## config.mk

```make
export PLATFORM = sky130hd
export DESIGN_NAME = mem_stage
export DESIGN_NICKNAME = d
export VERILOG_FILES = /design/src/rtl/rv64_pkg.sv /design/src/rtl/mem_align.sv /design/src/rtl/mem_stage.sv
export SDC_FILE = /design/constraint.sdc
export NUM_CORES = 1
export LEC_CHECK = 0
export BUFFER_PORTS_ARGS = -buffer_cell sky130_fd_sc_hd__buf_2
export CELL_PAD_IN_SITES_DETAIL_PLACEMENT = 0
export CELL_PAD_IN_SITES_GLOBAL_PLACEMENT = 1
export CORE_AREA = 2 2 263 265
export CTS_BUF_LIST = sky130_fd_sc_hd__clkbuf_8
export DETAILED_ROUTE_END_ITERATION = 7
export DIE_AREA = 0 0 265 267
export PLACE_DENSITY = 0.75
export RECOVER_POWER = 25
export REMOVE_ABC_BUFFERS = 1
export SLEW_MARGIN = 10
export SYNTH_ARGS = -nofsm -noshare
export SYNTH_HDL_FRONTEND = slang
export SYNTH_HIERARCHICAL = 1
export SYNTH_SLANG_ARGS = --single-unit
export TNS_END_PERCENT = 1
```

## constraint.sdc

```tcl
create_clock -name clk -period 10.8 [get_ports clk]
set_input_delay 2.16 -clock clk [delete_from_list [all_inputs] [get_ports clk]]
set_output_delay 2.16 -clock clk [all_outputs]
set_load 0.005 [all_outputs]
```

## src/rtl/rv64_pkg.sv

```systemverilog
// Shared definitions for the rv64IM pipeline: data width, load/store
// funct3 encodings and the memory-stage state type.
package rv64_pkg;

    localparam int unsigned XLEN = 64;

    // Load funct3 encodings. Stores reuse the low two bits as access size.
    localparam logic [2:0] F3_LB  = 3'b000;
    localparam logic [2:0] F3_LH  = 3'b001;
    localparam logic [2:0] F3_LW  = 3'b010;
    localparam logic [2:0] F3_LD  = 3'b011;
    localparam logic [2:0] F3_LBU = 3'b100;
    localparam logic [2:0] F3_LHU = 3'b101;
    localparam logic [2:0] F3_LWU = 3'b110;

    typedef enum logic [1:0] {
        MEM_IDLE = 2'd0,
        MEM_REQ  = 2'd1,
        MEM_RESP = 2'd2
    } mem_state_e;

endpackage

```

## src/rtl/mem_align.sv

```systemverilog
// Byte-lane helper for the memory stage: alignment check, store lane
// replication and byte mask, and load extract with sign/zero extension.
module mem_align
    import rv64_pkg::*;
(
    input  logic [2:0]      addr_lo_i,
    input  logic [2:0]      funct3_i,
    input  logic [XLEN-1:0] store_data_i,
    input  logic [XLEN-1:0] rdata_i,
    output logic            misalign_o,
    output logic [XLEN-1:0] wdata_o,
    output logic [7:0]      wmask_o,
    output logic [XLEN-1:0] load_data_o
);

    logic [7:0]      base_mask;
    logic [XLEN-1:0] shifted;

    // Access must be naturally aligned to its size (funct3[1:0]).
    always_comb begin
        misalign_o = 1'b0;
        case (funct3_i[1:0])
            2'd0:    misalign_o = 1'b0;
            2'd1:    misalign_o = addr_lo_i[0];
            2'd2:    misalign_o = |addr_lo_i[1:0];
            default: misalign_o = |addr_lo_i;
        endcase
    end

    // Replicate store data into every lane of its size and place the byte mask.
    always_comb begin
        wdata_o   = store_data_i;
        base_mask = 8'hFF;
        case (funct3_i[1:0])
            2'd0: begin
                wdata_o   = {8{store_data_i[7:0]}};
                base_mask = 8'h01;
            end
            2'd1: begin
                wdata_o   = {4{store_data_i[15:0]}};
                base_mask = 8'h03;
            end
            2'd2: begin
                wdata_o   = {2{store_data_i[31:0]}};
                base_mask = 8'h0F;
            end
            default: begin
                wdata_o   = store_data_i;
                base_mask = 8'hFF;
            end
        endcase
        wmask_o = base_mask << addr_lo_i;
    end

    // Move the addressed bytes down to bit 0 and extend per funct3.
    always_comb begin
        shifted     = rdata_i >> {addr_lo_i, 3'b000};
        load_data_o = shifted;
        case (funct3_i)
            F3_LB:   load_data_o = {{56{shifted[7]}}, shifted[7:0]};
            F3_LH:   load_data_o = {{48{shifted[15]}}, shifted[15:0]};
            F3_LW:   load_data_o = {{32{shifted[31]}}, shifted[31:0]};
            F3_LD:   load_data_o = shifted;
            F3_LBU:  load_data_o = {56'd0, shifted[7:0]};
            F3_LHU:  load_data_o = {48'd0, shifted[15:0]};
            F3_LWU:  load_data_o = {32'd0, shifted[31:0]};
            default: load_data_o = shifted;
        endcase
    end

endmodule

```

## src/rtl/mem_stage.sv

```systemverilog
// Memory-access stage: passes ALU results through one register, issues
// loads/stores over a request/grant + response handshake and stalls
// execute while an access is outstanding.
module mem_stage
    import rv64_pkg::*;
(
    input  logic            clk,
    input  logic            rst,
    input  logic            valid_i,
    output logic            ready_o,
    input  logic            wen_i,
    input  logic [4:0]      rd_i,
    input  logic [XLEN-1:0] alu_result_i,
    input  logic [XLEN-1:0] store_data_i,
    input  logic            mem_read_i,
    input  logic            mem_write_i,
    input  logic [2:0]      funct3_i,
    input  logic            exit_i,
    input  logic [XLEN-1:0] pc_i,
    input  logic [XLEN-1:0] a0_i,
    output logic            dmem_req_o,
    output logic            dmem_we_o,
    output logic [XLEN-1:0] dmem_addr_o,
    output logic [XLEN-1:0] dmem_wdata_o,
    output logic [7:0]      dmem_wmask_o,
    input  logic            dmem_gnt_i,
    input  logic            dmem_rvalid_i,
    input  logic [XLEN-1:0] dmem_rdata_i,
    output logic            valid_o,
    output logic            wen_o,
    output logic [4:0]      rd_o,
    output logic [XLEN-1:0] rf_wdata_o,
    output logic            exit_o,
    output logic [XLEN-1:0] pc_o,
    output logic [XLEN-1:0] a0_o,
    output logic            misalign_o
);

    mem_state_e state_q, state_d;

    // Captured memory instruction
    logic [XLEN-1:0] addr_q, sdata_q, pc_q, a0_q;
    logic [2:0]      f3_q;
    logic [4:0]      rd_q;
    logic            wen_q, store_q, exit_q;

    // Output bundle
    logic            ovalid_q, ovalid_d;
    logic            owen_q, owen_d;
    logic [4:0]      ord_q, ord_d;
    logic [XLEN-1:0] odata_q, odata_d;
    logic            oexit_q, oexit_d;
    logic [XLEN-1:0] opc_q, opc_d;
    logic [XLEN-1:0] oa0_q, oa0_d;
    logic            omis_q, omis_d;

    logic            mem_op, idle, capture;
    logic [2:0]      al_addr, al_f3;
    logic            al_misalign;
    logic [XLEN-1:0] al_wdata, al_load;
    logic [7:0]      al_wmask;

    assign mem_op = mem_read_i | mem_write_i;
    assign idle   = (state_q == MEM_IDLE);

    // One aligner is shared: in IDLE it checks the incoming address, otherwise
    // it works on the captured access. dmem outputs are gated outside REQ.
    assign al_addr = idle ? alu_result_i[2:0] : addr_q[2:0];
    assign al_f3   = idle ? funct3_i : f3_q;

    mem_align u_align (
        .addr_lo_i    (al_addr),
        .funct3_i     (al_f3),
        .store_data_i (sdata_q),
        .rdata_i      (dmem_rdata_i),
        .misalign_o   (al_misalign),
        .wdata_o      (al_wdata),
        .wmask_o      (al_wmask),
        .load_data_o  (al_load)
    );

    assign capture = idle && valid_i && mem_op && !al_misalign;

    // State register
    always_ff @(posedge clk) begin
        if (rst) state_q <= MEM_IDLE;
        else     state_q <= state_d;
    end

    // Next-state logic
    always_comb begin
        state_d = state_q;
        case (state_q)
            MEM_IDLE: if (capture) state_d = MEM_REQ;
            MEM_REQ:  if (dmem_gnt_i) state_d = store_q ? MEM_IDLE : MEM_RESP;
            MEM_RESP: if (dmem_rvalid_i) state_d = MEM_IDLE;
            default:  state_d = MEM_IDLE;
        endcase
    end

    // FSM outputs: handshake to execute and the memory request
    always_comb begin
        ready_o      = idle;
        dmem_req_o   = (state_q == MEM_REQ);
        dmem_we_o    = dmem_req_o && store_q;
        dmem_addr_o  = {addr_q[XLEN-1:3], 3'b000};
        dmem_wdata_o = dmem_req_o ? al_wdata : '0;
        dmem_wmask_o = dmem_req_o ? al_wmask : '0;
    end

    // Capture the memory instruction when it is accepted
    always_ff @(posedge clk) begin
        if (rst) begin
            addr_q  <= '0;
            sdata_q <= '0;
            pc_q    <= '0;
            a0_q    <= '0;
            f3_q    <= '0;
            rd_q    <= '0;
            wen_q   <= 1'b0;
            store_q <= 1'b0;
            exit_q  <= 1'b0;
        end else if (capture) begin
            addr_q  <= alu_result_i;
            sdata_q <= store_data_i;
            pc_q    <= pc_i;
            a0_q    <= a0_i;
            f3_q    <= funct3_i;
            rd_q    <= rd_i;
            wen_q   <= wen_i;
            store_q <= mem_write_i;
            exit_q  <= exit_i;
        end
    end

    // Next output bundle; edges that load nothing leave a bubble
    always_comb begin
        ovalid_d = 1'b0;
        owen_d   = 1'b0;
        oexit_d  = 1'b0;
        omis_d   = 1'b0;
        ord_d    = ord_q;
        odata_d  = odata_q;
        opc_d    = opc_q;
        oa0_d    = oa0_q;
        case (state_q)
            MEM_IDLE: begin
                if (valid_i && (!mem_op || al_misalign)) begin
                    ovalid_d = 1'b1;
                    owen_d   = mem_op ? 1'b0 : wen_i;
                    omis_d   = mem_op;
                    ord_d    = rd_i;
                    odata_d  = alu_result_i;
                    oexit_d  = exit_i;
                    opc_d    = pc_i;
                    oa0_d    = a0_i;
                end
            end
            MEM_REQ: begin
                if (dmem_gnt_i && store_q) begin
                    ovalid_d = 1'b1;
                    ord_d    = rd_q;
                    odata_d  = addr_q;
                    oexit_d  = exit_q;
                    opc_d    = pc_q;
                    oa0_d    = a0_q;
                end
            end
            MEM_RESP: begin
                if (dmem_rvalid_i) begin
                    ovalid_d = 1'b1;
                    owen_d   = wen_q;
                    ord_d    = rd_q;
                    odata_d  = al_load;
                    oexit_d  = exit_q;
                    opc_d    = pc_q;
                    oa0_d    = a0_q;
                end
            end
            default: ;
        endcase
    end

    // Output bundle register
    always_ff @(posedge clk) begin
        if (rst) begin
            ovalid_q <= 1'b0;
            owen_q   <= 1'b0;
            ord_q    <= '0;
            odata_q  <= '0;
            oexit_q  <= 1'b0;
            opc_q    <= '0;
            oa0_q    <= '0;
            omis_q   <= 1'b0;
        end else begin
            ovalid_q <= ovalid_d;
            owen_q   <= owen_d;
            ord_q    <= ord_d;
            odata_q  <= odata_d;
            oexit_q  <= oexit_d;
            opc_q    <= opc_d;
            oa0_q    <= oa0_d;
            omis_q   <= omis_d;
        end
    end

    assign valid_o    = ovalid_q;
    assign wen_o      = owen_q;
    assign rd_o       = ord_q;
    assign rf_wdata_o = odata_q;
    assign exit_o     = oexit_q;
    assign pc_o       = opc_q;
    assign a0_o       = oa0_q;
    assign misalign_o = omis_q;

endmodule

```

==> results by group, run 1 <==
STA
  – Min cycle time layout: 6.55 ns
  – Worst Skew: 0.0527 ns
  – FMAX: 153 MHz
  – RSZ-0062 raised after global routing: no
  – Hold Vio Cnt, Final: 0
  – TNS Setup: 0 ns
  – Period utilization: 0.607
  – Max_slew headroom: 0.152
  – Final setup fails: 0
  – Count of pins over their slew limit: 0
  – Least-Margin Pin Slew: 1.27 ns

Placement
  – Hpwl dp: 57700 um
  – Buffers on Ports: 673
  – Placed cells: 4119
  – RePlAce Congestion: 0.906

Clocking
  – Longest Clk Path Bufs: 3
  – Clock Tree Root: clkbuf_8
  – Hold-fix buffers, CTS: 0
  – Later-pin clock latency in the skew report: 0.70 ns
  – Post-CTS sizing: 0
  – Total CTS buffers: 87
  – Setup bufs post-CTS: 0
  – CTS tree: done
  – H-tree depth: 3
  – Clock transition at path regs: 0.05 ns
  – # clock sinks: 470

Yosys
  – EDFF count, synth: 0
  – Syn Area/Cell: 8.19 sq um
  – #FFs+latches synth: 470
  – Share of the synthesized area in the top cell type: 0.397
  – Largest family of logic cells by synthesized area: compound AO/OA/AOI/OAI gates
  – Cell area after synthesis: 23700 sq um
  – Synth Area in Simple Gates: 0.181
  – Cell taking the most area after synthesis: dfxtp_1
  – Area share of fa/ha/maj cells after synthesis: 0.00264
  – Synth async-reset ratio: 0
  – Yosys warns: 6
  – XOR/XNOR share of the synthesized area: 0
  – Post-synthesis mux area share: 0.132
  – Gate Count Post-Synth: 2891
  – Top post-synthesis cells by area: dfxtp_1 40%, nand2_1 9.2%, a21oi_1 9.1%
  – Compound-Gate Fraction of Synth Area: 0.207
  – Distinct cells, synth: 52
  – Sequential fraction of the synthesis area: 0.397
  – Synth Flop Type: dfxtp_1

Setup path
  – Arr. time, crit path: 4.39 ns
  – Crit-path max FO: 16
  – Reg2reg end: pc_o[27]
  – Required time worst endpoint: 8.64 ns
  – Worst setup endpoint: dmem_wdata_o[45]
  – Worst Setup End Kind: output pin
  – Critical Path Source: funct3_i[1]
  – Worst r2r src: state_q[0]
  – CP startpoint kind: input port
  – R2R cell count: 11
  – Crit path kind: input port to output pin
  – Reg-to-reg slack, setup: 5.89 ns

Detailed routing
  – Initial DRC count: 1703
  – Router iterations before antenna repair: 6
  – DR vias/cell: 5.32
  – DRT antenna net count: 0
  – DRC: 0
  – Final wirelength: 88900 um
  – Vias: 22803
  – DR WL/cell: 20.7 um

Cells and area
  – Layout cells sized above 1: 0.224
  – Most frequent cells in the layout: 579 x nand2_1, 511 x buf_2, 470 x dfxtp_1
  – Commonest non-fill, non-tap cell in the layout: nand2_1
  – Final #Nets: 3668
  – Non-Filler Instances: 4288
  – Fill cells: 7249
  – Layout area overhead: 19.4%

Flow run
  – Max-Cap Viols: 0

Die
  – Starting density of the core: 0.348
  – Die height: 267 um
  – Die footprint: 70800 sq um
  – Die X: 265 um
  – Ports: 677
  – Rows: 96
  – Area of the core: 68000 sq um

Min path
  – Hold crit path type: flop to flop

GRT
  – GR Overflow Total: 0
  – Number of global-route vias before repair: 21107
  – First-pass GRT wire length: 132000 um
  – Largest net degree at the start of global routing: 172
  – Antenna violations before repair: 23
  – Total Routing Usage GR: 0.238

Pwr
  – Worst vdd ir: 0.109 mV
  – Cell Pwr Density: 204 nW/um^2
  – Total design power: 0.00578 W
  – Lkg Pwr: 11.0 nW

Status
  – Status: finished clean
[routing by layer]
metal	GRT usage	share of wire
met1	0.308	0.42
met2	0.379	0.47
met3	0.0544	0.068
met4	0.101	0.040
met5	0	0.00090
[layout make-up]
type | instances | area, sq um | share of cell area
diodes | 16 | 40.0 | 0.00142
clock buffers | 108 | 1490 | 0.0526
clock inverters | 45 | 275 | 0.00973
inverters | 13 | 48.8 | 0.00173
multi-input cells | 2051 | 12500 | 0.441
flip-flops and latches | 470 | 9410 | 0.333
well taps | 882 | 1100 | 0.0390
repair buffers | 703 | 3450 | 0.122
[cells by family (layout without fill, tap and decap cells)]
group / after synthesis / count (layout)
muxes: 259 / 259
DFF: 470 / 470
buffers and inverters: 372 / 869
AOI/OAI and AO/OA: 819 / 819
adders and majority gates: 5 / 5
other: 1 / 19
and+or+nand+nor: 965 / 965
[worst min-delay path by stage]
stage	startpoint	to	slack, ns	cells past startpoint
floorplan	f3_q[0]	f3_q[0]	0.43	2
global placement	a0_q[46]	a0_q[46]	0.44	2
detailed placement	f3_q[2]	f3_q[2]	0.45	2
CTS	f3_q[2]	f3_q[2]	0.45	2
global route	pc_q[55]	pc_q[55]	0.47	2
finish	f3_q[2]	f3_q[2]	0.45	2
[flip-flops by register name, indices dropped and copies added (netlist names), 2 cells and up]
signal and cells:
sdata_q 64, a0_o 64, rd_q 5, rf_wdata_o 64, rd_o 5, state_q 2
addr_q 64, pc_q 64, f3_q 3, pc_o 64, a0_q 64
[critical path, stage by stage]
cell and delay, ns:
buf_2 0.11, mux2_2 0.28, nor2_2 0.86, mux2_2 0.44, mux2_2 0.26, and2_1 0.15, buf_2 0.12
[power breakdown]
part	switching [W]	total (W)	internal (W)
logic	0.00119	0.00187	0.000677
clock network	0.000804	0.00174	0.000932
registers	0.000159	0.00217	0.00201
[synth_stat cells (3+ instances only)]
| library cell | instances |
|---|---|
| o21ai_0 | 74 |
| nor3_1 | 8 |
| a21oi_1 | 433 |
| mux4_2 | 25 |
| buf_2 | 44 |
| a21o_1 | 3 |
| buf_6 | 9 |
| a22oi_1 | 78 |
| o2bb2ai_1 | 6 |
| o21ai_1 | 4 |
| nand4_1 | 34 |
| nand2_1 | 580 |
| and2_1 | 75 |
| nand3_1 | 88 |
| mux2i_1 | 173 |
| buf_4 | 86 |
| mux2_2 | 51 |
| o21a_1 | 3 |
| mux4_1 | 10 |
| nor2_1 | 85 |
| dfxtp_1 | 470 |
| nand2b_1 | 69 |
| nor2b_1 | 13 |
| inv_1 | 12 |
| ha_1 | 5 |
| clkbuf_1 | 201 |
| a211oi_1 | 206 |
| buf_1 | 16 |
[per-stage QoR]
step,hold WS [ns],area (sq um),utilization,setup slack (ns)
detailed placement,0.445,26700,0.392,4.27
finish,0.451,28300,0.416,4.25
floorplan,0.428,21900,-,-5.92
CTS,0.453,28400,0.418,4.28
global route,0.468,28300,0.416,4.19
global placement,0.441,26700,0.392,4.28
Power figures use the tool's default switching activity.
==> run 2, diff against run 1 <==
--- a/config.mk
+++ b/config.mk
@@ -8,11 +8,11 @@
 export BUFFER_PORTS_ARGS = -buffer_cell sky130_fd_sc_hd__buf_2
 export CELL_PAD_IN_SITES_DETAIL_PLACEMENT = 0
 export CELL_PAD_IN_SITES_GLOBAL_PLACEMENT = 1
-export CORE_AREA = 2 2 263 265
+export CORE_AREA = 2 2 260 262
 export CTS_BUF_LIST = sky130_fd_sc_hd__clkbuf_8
 export DETAILED_ROUTE_END_ITERATION = 7
-export DIE_AREA = 0 0 265 267
-export PLACE_DENSITY = 0.75
+export DIE_AREA = 0 0 262 264
+export PLACE_DENSITY = 0.79
 export RECOVER_POWER = 25
 export REMOVE_ABC_BUFFERS = 1
 export SLEW_MARGIN = 10
==> constraint.sdc (replaced) <==
create_clock -name clk -period 5.57 [get_ports clk]
set_input_delay 1.114 -clock clk [delete_from_list [all_inputs] [get_ports clk]]
set_output_delay 1.114 -clock clk [all_outputs]
set_load 0.005 [all_outputs]
==> run 2 against run 1 <==
The flow now finishes with violations (capacitance limit, slew limit). Register-to-register slack got worse by 4.9 ns. Critical path depth unchanged. Highest routed layer unchanged. Clock skew decreased by 0.0017 ns. Via count increased by 1.2%. Global-route usage increased by 1.0 points. Total power increased by 96%. Die area decreased by 2.2%. Clock power increased by 98%. Largest cell class unchanged. Critical path type is now flop to output pin. Sequential cell count unchanged. Non-clock buffer count increased by 16.
==> results by group, run 2 (synthesis gave the netlist of run 1 again) <==
Die
  – Ports: 677 (unchanged)
  – Die X: 262 um (-1.1%)
  – Rows: 95 (-1.0%)
  – Area of the core: 66600 sq um (-2.1%)
  – Die height: 264 um (-1.1%)
  – Starting density of the core: 0.356 (+0.00744)
  – Die footprint: 69200 sq um (-2.2%)

Pwr
  – Worst vdd ir: 0.214 mV (+96%)
  – Lkg Pwr: 11.2 nW (+1.3%)
  – Cell Pwr Density: 396 nW/um^2 (+94%)

Min path
  – Hold Crit Depth: 2 (unchanged)
  – Hold crit path type: flop to flop
  – Worst Hold Launch: a0_q[57]

Cells and area
  – Final #Nets: 3682 (+0.38%)
  – Final instance area: 28600 sq um (+1.1%)
  – Most frequent cells in the layout: 579 x nand2_1, 520 x buf_2, 470 x dfxtp_1
  – Final core utilization: 0.429 (+0.0134)
  – Layout area overhead: 20.6%
  – Commonest non-fill, non-tap cell in the layout: nand2_1
  – Fill cells: 7003 (-3.4%)
  – Non-Filler Instances: 4296 (+0.19%)
  – Layout cells sized above 1: 0.231 (+0.00692)

Detailed routing
  – Initial DRC count: 1898 (+11%)
  – Final wirelength: 90100 um (+1.3%)
  – DRC: 0 (unchanged)
  – DRT antenna net count: 0 (unchanged)
  – Vias: 23085 (+1.2%)
  – DR WL/cell: 21.0 um (+1.1%)
  – Router iterations before antenna repair: 6 (unchanged)
  – DR vias/cell: 5.37 (+1.0%)

Clocking
  – Later-pin clock latency in the skew report: 0.68 ns (-0.02 ns)
  – Hold-fix buffers, CTS: 0 (unchanged)
  – Setup bufs post-CTS: 0 (unchanged)
  – Clock Tree Root: clkbuf_8
  – Post-CTS sizing: 0 (unchanged)
  – Clock transition at path regs: 0.06 ns (about the same)
  – CTS tree: done
  – # clock sinks: 470 (unchanged)
  – Longest Clk Path Bufs: 3 (unchanged)
  – Total CTS buffers: 85 (-2.3%)
  – H-tree depth: 3 (unchanged)

Placement
  – Buffers on Ports: 673 (unchanged)
  – Hpwl dp: 58800 um (+1.8%)
  – Placed cells: 4126 (+0.17%)
  – RePlAce Congestion: 0.873 (-3.6%)
  – DP Area: 26900 sq um (+0.95%)

STA
  – Least-Margin Pin Slew: 4.02 ns (+2.75 ns)
  – Max_slew headroom: -1.68 (-1.83)
  – Period utilization: 0.847
  – Worst Skew: 0.0510 ns (-0.00169 ns)
  – FMAX: 212 MHz
  – Count of pins over their slew limit: 68 (+68)
  – RSZ-0062 raised after global routing: no
  – TNS Setup: 0 ns (unchanged)
  – Final setup fails: 0 (unchanged)
  – Min cycle time layout: 4.72 ns
  – Hold Vio Cnt, Final: 0 (unchanged)

Setup path
  – R2R cell count: 7 (-4)
  – Max incr delay on CP: 0.70 ns (-0.16 ns)
  – Worst r2r src: state_q[0]
  – Crit path kind: flop to output pin
  – Reg-to-reg slack, setup: 0.94 ns (-4.95 ns)
  – Crit path cell chain: inv_1, ha_4, mux2_2, nand2_1, mux2_2, and2_1, buf_2
  – Arr. time, crit path: 3.60 ns (-0.79 ns)
  – CP startpoint kind: flop
  – Worst setup endpoint: dmem_wdata_o[33]
  – Slowest-stage cell, CP: mux2_2
  – Worst Setup End Kind: output pin
  – Critical Path Source: state_q[0]
  – Reg2reg end: rf_wdata_o[14]
  – Required time worst endpoint: 4.46 ns (-4.18 ns)
  – Crit-path max FO: 25 (+9)
  – Most used cell, CP: mux2_2

GRT
  – Antenna violations before repair: 25 (+8.7%)
  – First-pass GRT wire length: 134000 um (+1.3%)
  – Total Routing Usage GR: 0.248 (+0.0101)
  – Number of global-route vias before repair: 21662 (+2.6%)
  – GR Overflow Total: 0 (unchanged)
  – Largest net degree at the start of global routing: 167 (-2.9%)

Status
  – Status: complete, but fails checks
  – Failing checks: capacitance limit, slew limit

Flow run
  – Max-Cap Viols: 1 (+1)
-- run 2: changes by cell type in the layout (fill, tap and decap cells not counted), moves of 5 or more --
cell and delta:
buf_12 +10, buf_2 +9, buf_4 +5, clkbuf_1 -7, diode_2 +6, inv_1 -6
-- run 2: how the worst min path moves through the flow --
stage          slack, ns        to
3_3_place_gp        0.44   rd_q[3]
4_1_cts             0.45   f3_q[0]
3_5_place_dp        0.45   f3_q[0]
2_1_floorplan       0.43   f3_q[0]
5_1_grt             0.46  pc_q[37]
6_report            0.45  a0_q[57]
-- run 2: metal layers --
| layer | routed length [um] | global-route usage |
|---|---|---|
| met5 | 57 | 0 |
| met4 | 2370 | 0.0847 |
| met3 | 6200 | 0.0524 |
| met1 | 37700 | 0.323 |
| met2 | 43700 | 0.404 |
-- run 2: critical path, delay by kind of cell, from the launching register on --
| family | cells | cell delay [ns] |
|---|---|---|
| muxes | 2 | 1.15 |
| buffers and inverters | 2 | 0.29 |
| adders and majority gates | 1 | 0.28 |
| and+or+nand+nor | 2 | 0.77 |
| DFF | 1 | 0.43 |
-- run 2: area by class of cell --
type	count	area, sq um	area share
antenna	22	55.1	0.00193
clock buffer	107	1470	0.0515
clock inverter	41	313	0.0109
inverter	13	48.8	0.00171
multi-input combinational	2051	12500	0.437
sequential	470	9410	0.329
tap	873	1090	0.0382
timing repair buffer	719	3700	0.130
-- run 2: where the power goes --
part           internal (W)  switching (W)  total [W]
sequential          0.00390       0.000320    0.00422
combinational       0.00137        0.00230    0.00367
clock               0.00188        0.00155    0.00344
total               0.00715        0.00417     0.0113
-- run 2: through the flow --
stage	power [W]	hold slack [ns]	setup slack (ns)
finish	0.0113	0.452	0.853
global route	0.0120	0.464	0.647
CTS	0.0115	0.453	0.790
detailed placement	0.00801	0.445	1.31
global placement	0.00799	0.441	1.14
floorplan	0.00670	0.428	-10.10
==> run 3, diff against run 2 <==
--- a/config.mk
+++ b/config.mk
@@ -5,6 +5,7 @@
 export SDC_FILE = /design/constraint.sdc
 export NUM_CORES = 1
 export LEC_CHECK = 0
+export ABC_AREA = 1
 export BUFFER_PORTS_ARGS = -buffer_cell sky130_fd_sc_hd__buf_2
 export CELL_PAD_IN_SITES_DETAIL_PLACEMENT = 0
 export CELL_PAD_IN_SITES_GLOBAL_PLACEMENT = 1
@@ -12,7 +13,7 @@
 export CTS_BUF_LIST = sky130_fd_sc_hd__clkbuf_8
 export DETAILED_ROUTE_END_ITERATION = 7
 export DIE_AREA = 0 0 262 264
-export PLACE_DENSITY = 0.79
+export PLACE_DENSITY = 0.83
 export RECOVER_POWER = 25
 export REMOVE_ABC_BUFFERS = 1
 export SLEW_MARGIN = 10
==> constraint.sdc (replaced) <==
create_clock -name clk -period 4.5 [get_ports clk]
set_input_delay 0.9 -clock clk [delete_from_list [all_inputs] [get_ports clk]]
set_output_delay 0.9 -clock clk [all_outputs]
set_load 0.005 [all_outputs]
==> run 3 against run 2 <==
Highest routed layer unchanged. Combinational power increased to 3.2 times the previous value. Global-route usage increased by 1.1 points. The flow now finishes without violations. Clock power increased by 25%. Setup slack got worse by 0.58 ns. Via count increased by 16%. Routed wire length increased by 4.7%. Largest power group is now combinational logic. Synthesized cell count increased by 34%.
==> results by group, run 3 <==
Setup path
  – Worst Setup End Kind: output pin
  – Slowest-stage cell, CP: o21ai_4
  – Arr. time, crit path: 3.32 ns (-0.28 ns)
  – Critical Path Source: state_q[0]
  – Crit-path max FO: 13 (-48%)
  – Worst r2r src: state_q[0]
  – Max incr delay on CP: 0.39 ns (-0.31 ns)
  – Crit path cell chain: inv_1, ha_4, clkinvlp_4, buf_4, o21ai_4, inv_2, nor2_1, inv_2, o21ai_0, o21a_1, nand2_1, inv_1, buf_2
  – CP startpoint kind: flop
  – Required time worst endpoint: 3.60 ns (-0.86 ns)
  – Crit path kind: flop to output pin

STA
  – TNS Setup: 0 ns (unchanged)
  – Final setup fails: 0 (unchanged)
  – Max_slew headroom: 0.316 (+2.00)
  – FMAX: 237 MHz
  – Worst Skew: 0.0385 ns (-0.0125 ns)
  – Worst Slack Setup Final: 0.277 ns (-0.576 ns)
  – Period utilization: 0.938
  – RSZ-0062 raised after global routing: no
  – Hold slack final: 0.449 ns (-0.00313 ns)
  – Min cycle time layout: 4.22 ns
  – Least-Margin Pin Slew: 1.03 ns (-3.00 ns)
  – Hold Vio Cnt, Final: 0 (unchanged)
  – Count of pins over their slew limit: 0 (-100%)

Die
  – Ports: 677 (unchanged)
  – Rows: 95 (unchanged)
  – Die height: 264 um (unchanged)
  – Die X: 262 um (unchanged)
  – Die footprint: 69200 sq um (unchanged)
  – Starting density of the core: 0.377 (+0.0208)
  – Area of the core: 66600 sq um (unchanged)

Detailed routing
  – Final wirelength: 94300 um (+4.7%)
  – DRT antenna net count: 0 (unchanged)
  – DRC: 0 (unchanged)
  – Router iterations before antenna repair: 6 (unchanged)
  – Initial DRC count: 2257 (+19%)
  – DR WL/cell: 17.9 um (-15%)
  – Vias: 26724 (+16%)
  – DR vias/cell: 5.06 (-5.8%)

Flow run
  – Max-Cap Viols: 0 (-1)

GRT
  – First-pass GRT wire length: 142000 um (+5.9%)
  – GR Overflow Total: 0 (unchanged)
  – Number of global-route vias before repair: 24273 (+12%)
  – Largest net degree at the start of global routing: 136 (-19%)
  – Total Routing Usage GR: 0.259 (+0.0114)
  – Antenna violations before repair: 38 (+52%)

Yosys
  – Syn Area/Cell: 6.46 sq um (-21%)
  – EDFF count, synth: 0 (unchanged)
  – Distinct cells, synth: 43 (-17%)
  – Share of the synthesized area in the top cell type: 0.375 (-0.0219)
  – Top post-synthesis cells by area: dfxtp_1 38%, nand2_1 13%, nor2_1 11%
  – Gate Count Post-Synth: 3882 (+34%)
  – Sequential fraction of the synthesis area: 0.375 (-0.0219)
  – Cell taking the most area after synthesis: dfxtp_1
  – Synth async-reset ratio: 0 (unchanged)
  – Yosys warns: 6 (unchanged)
  – Synth cell count leaders: 882 x nand2_1, 707 x nor2_1, 470 x dfxtp_1
  – Most frequent cell after synthesis: nand2_1
  – #FFs+latches synth: 470 (unchanged)
  – Cell area after synthesis: 25100 sq um (+5.8%)
  – Synth Flop Type: dfxtp_1

Clocking
  – Clock transition at path regs: 0.06 ns (about the same)
  – Longest Clk Path Bufs: 3 (unchanged)
  – Hold-fix buffers, CTS: 0 (unchanged)
  – Clock Tree Root: clkbuf_8
  – Later-pin clock latency in the skew report: 0.71 ns (+0.03 ns)
  – CTS tree: done
  – # clock sinks: 470 (unchanged)
  – Total CTS buffers: 87 (+2.4%)
  – H-tree depth: 3 (unchanged)

Placement
  – DP Area: 28200 sq um (+4.6%)
  – Buffers on Ports: 673 (unchanged)
  – RePlAce Congestion: 0.876 (+0.32%)
  – Hpwl dp: 62800 um (+6.9%)
  – Pre-CTS setup slack: 0.123 ns (-1.18 ns)

Cells and area
  – Layout area overhead: 19.3%
  – Register Area: 9410 sq um (unchanged)
  – Layout cells sized above 1: 0.180 (-0.0511)
  – Commonest non-fill, non-tap cell in the layout: nand2_1
  – Final #Nets: 4648 (+26%)
  – Final instance area: 29900 sq um (+4.7%)
  – Most frequent cells in the layout: 879 x nand2_1, 707 x nor2_1, 540 x buf_2
  – Area of the multi-input gates: 12900 sq um (+3.2%)
  – Fill cells: 7327 (+4.6%)

Pwr
  – Worst vdd ir: 0.483 mV (+130%)
  – Cell Pwr Density: 756 nW/um^2 (+91%)
  – Lkg Pwr: 14.6 nW (+31%)

Status
  – Status: finished clean

Min path
  – Hold crit path type: input port to flop
  – Worst Hold Launch: alu_result_i[3]
run 3: path summary, 6_finish.rpt:
check / slack (ns) / end / cells after the start
worst max register to register: 0.36 / rf_wdata_o[47] / 15
worst min-delay path: 0.45 / addr_q[3] / 3
worst max-delay path: 0.28 / dmem_wmask_o[6] / 13
worst min register to register: 0.47 / a0_o[35] / 2
run 3: worst max-delay path, delay by kind of cell (launching register included):
| kind | cells | cell delay (ns) |
|---|---|---|
| AO/OA/AOI/OAI | 3 | 0.70 |
| adder cells (fa/ha/maj) | 1 | 0.23 |
| buffers and inverters | 7 | 1.03 |
| flip-flops | 1 | 0.36 |
| AND/OR/NAND/NOR | 2 | 0.30 |
run 3: timing repair:
action / in CTS / in global routing
endpoints found under the setup margin: 8 / 50
pin swaps: 1 / 0
buffers inserted: 0 / 2
gates cloned: 1 / 0
gates resized for setup: 4 / 1
run 3: per-layer routing:
metal / vias up / part of all wire / global-route usage
met5: - / 0.0012 / 0
li1: 13337 / - / -
met1: 12375 / 0.42 / 0.330
met3: 188 / 0.066 / 0.0562
met4: 16 / 0.034 / 0.112
met2: 808 / 0.48 / 0.420
run 3: per-stage QoR:
| stage | total power (W) | cells | util |
|---|---|---|---|
| 2_1_floorplan | 0.0141 | 3491 | - |
| 5_1_grt | 0.0245 | 5270 | 0.449 |
| 3_3_place_gp | 0.0184 | 5087 | 0.423 |
| 6_report | 0.0226 | 5277 | 0.449 |
| 3_5_place_dp | 0.0184 | 5087 | 0.423 |
| 4_1_cts | 0.0228 | 5239 | 0.450 |
run 3: logic make-up after synthesis:
group	Yosys count	synth area share
AND/OR/NAND/NOR	1922	0.312
adder cells (fa/ha/maj)	5	0.00249
AO/OA/AOI/OAI	883	0.193
flip-flops	470	0.375
buffers and inverters	597	0.115
multiplexers	4	0.00160
other	1	0.000150
run 3: where the power goes:
| group | total, W | internal (W) | switching [W] |
|---|---|---|---|
| clock network | 0.00429 | 0.00231 | 0.00198 |
| registers | 0.00662 | 0.00572 | 0.000900 |
| logic | 0.0117 | 0.00391 | 0.00779 |
run 3: area by class of cell:
cell class | instances | area share
multi-input combinational | 2818 | 0.431
sequential | 470 | 0.315
timing repair buffer | 725 | 0.129
clock buffer | 105 | 0.0483
tap | 873 | 0.0365
inverter | 204 | 0.0264
clock inverter | 46 | 0.0112
antenna | 36 | 0.00301
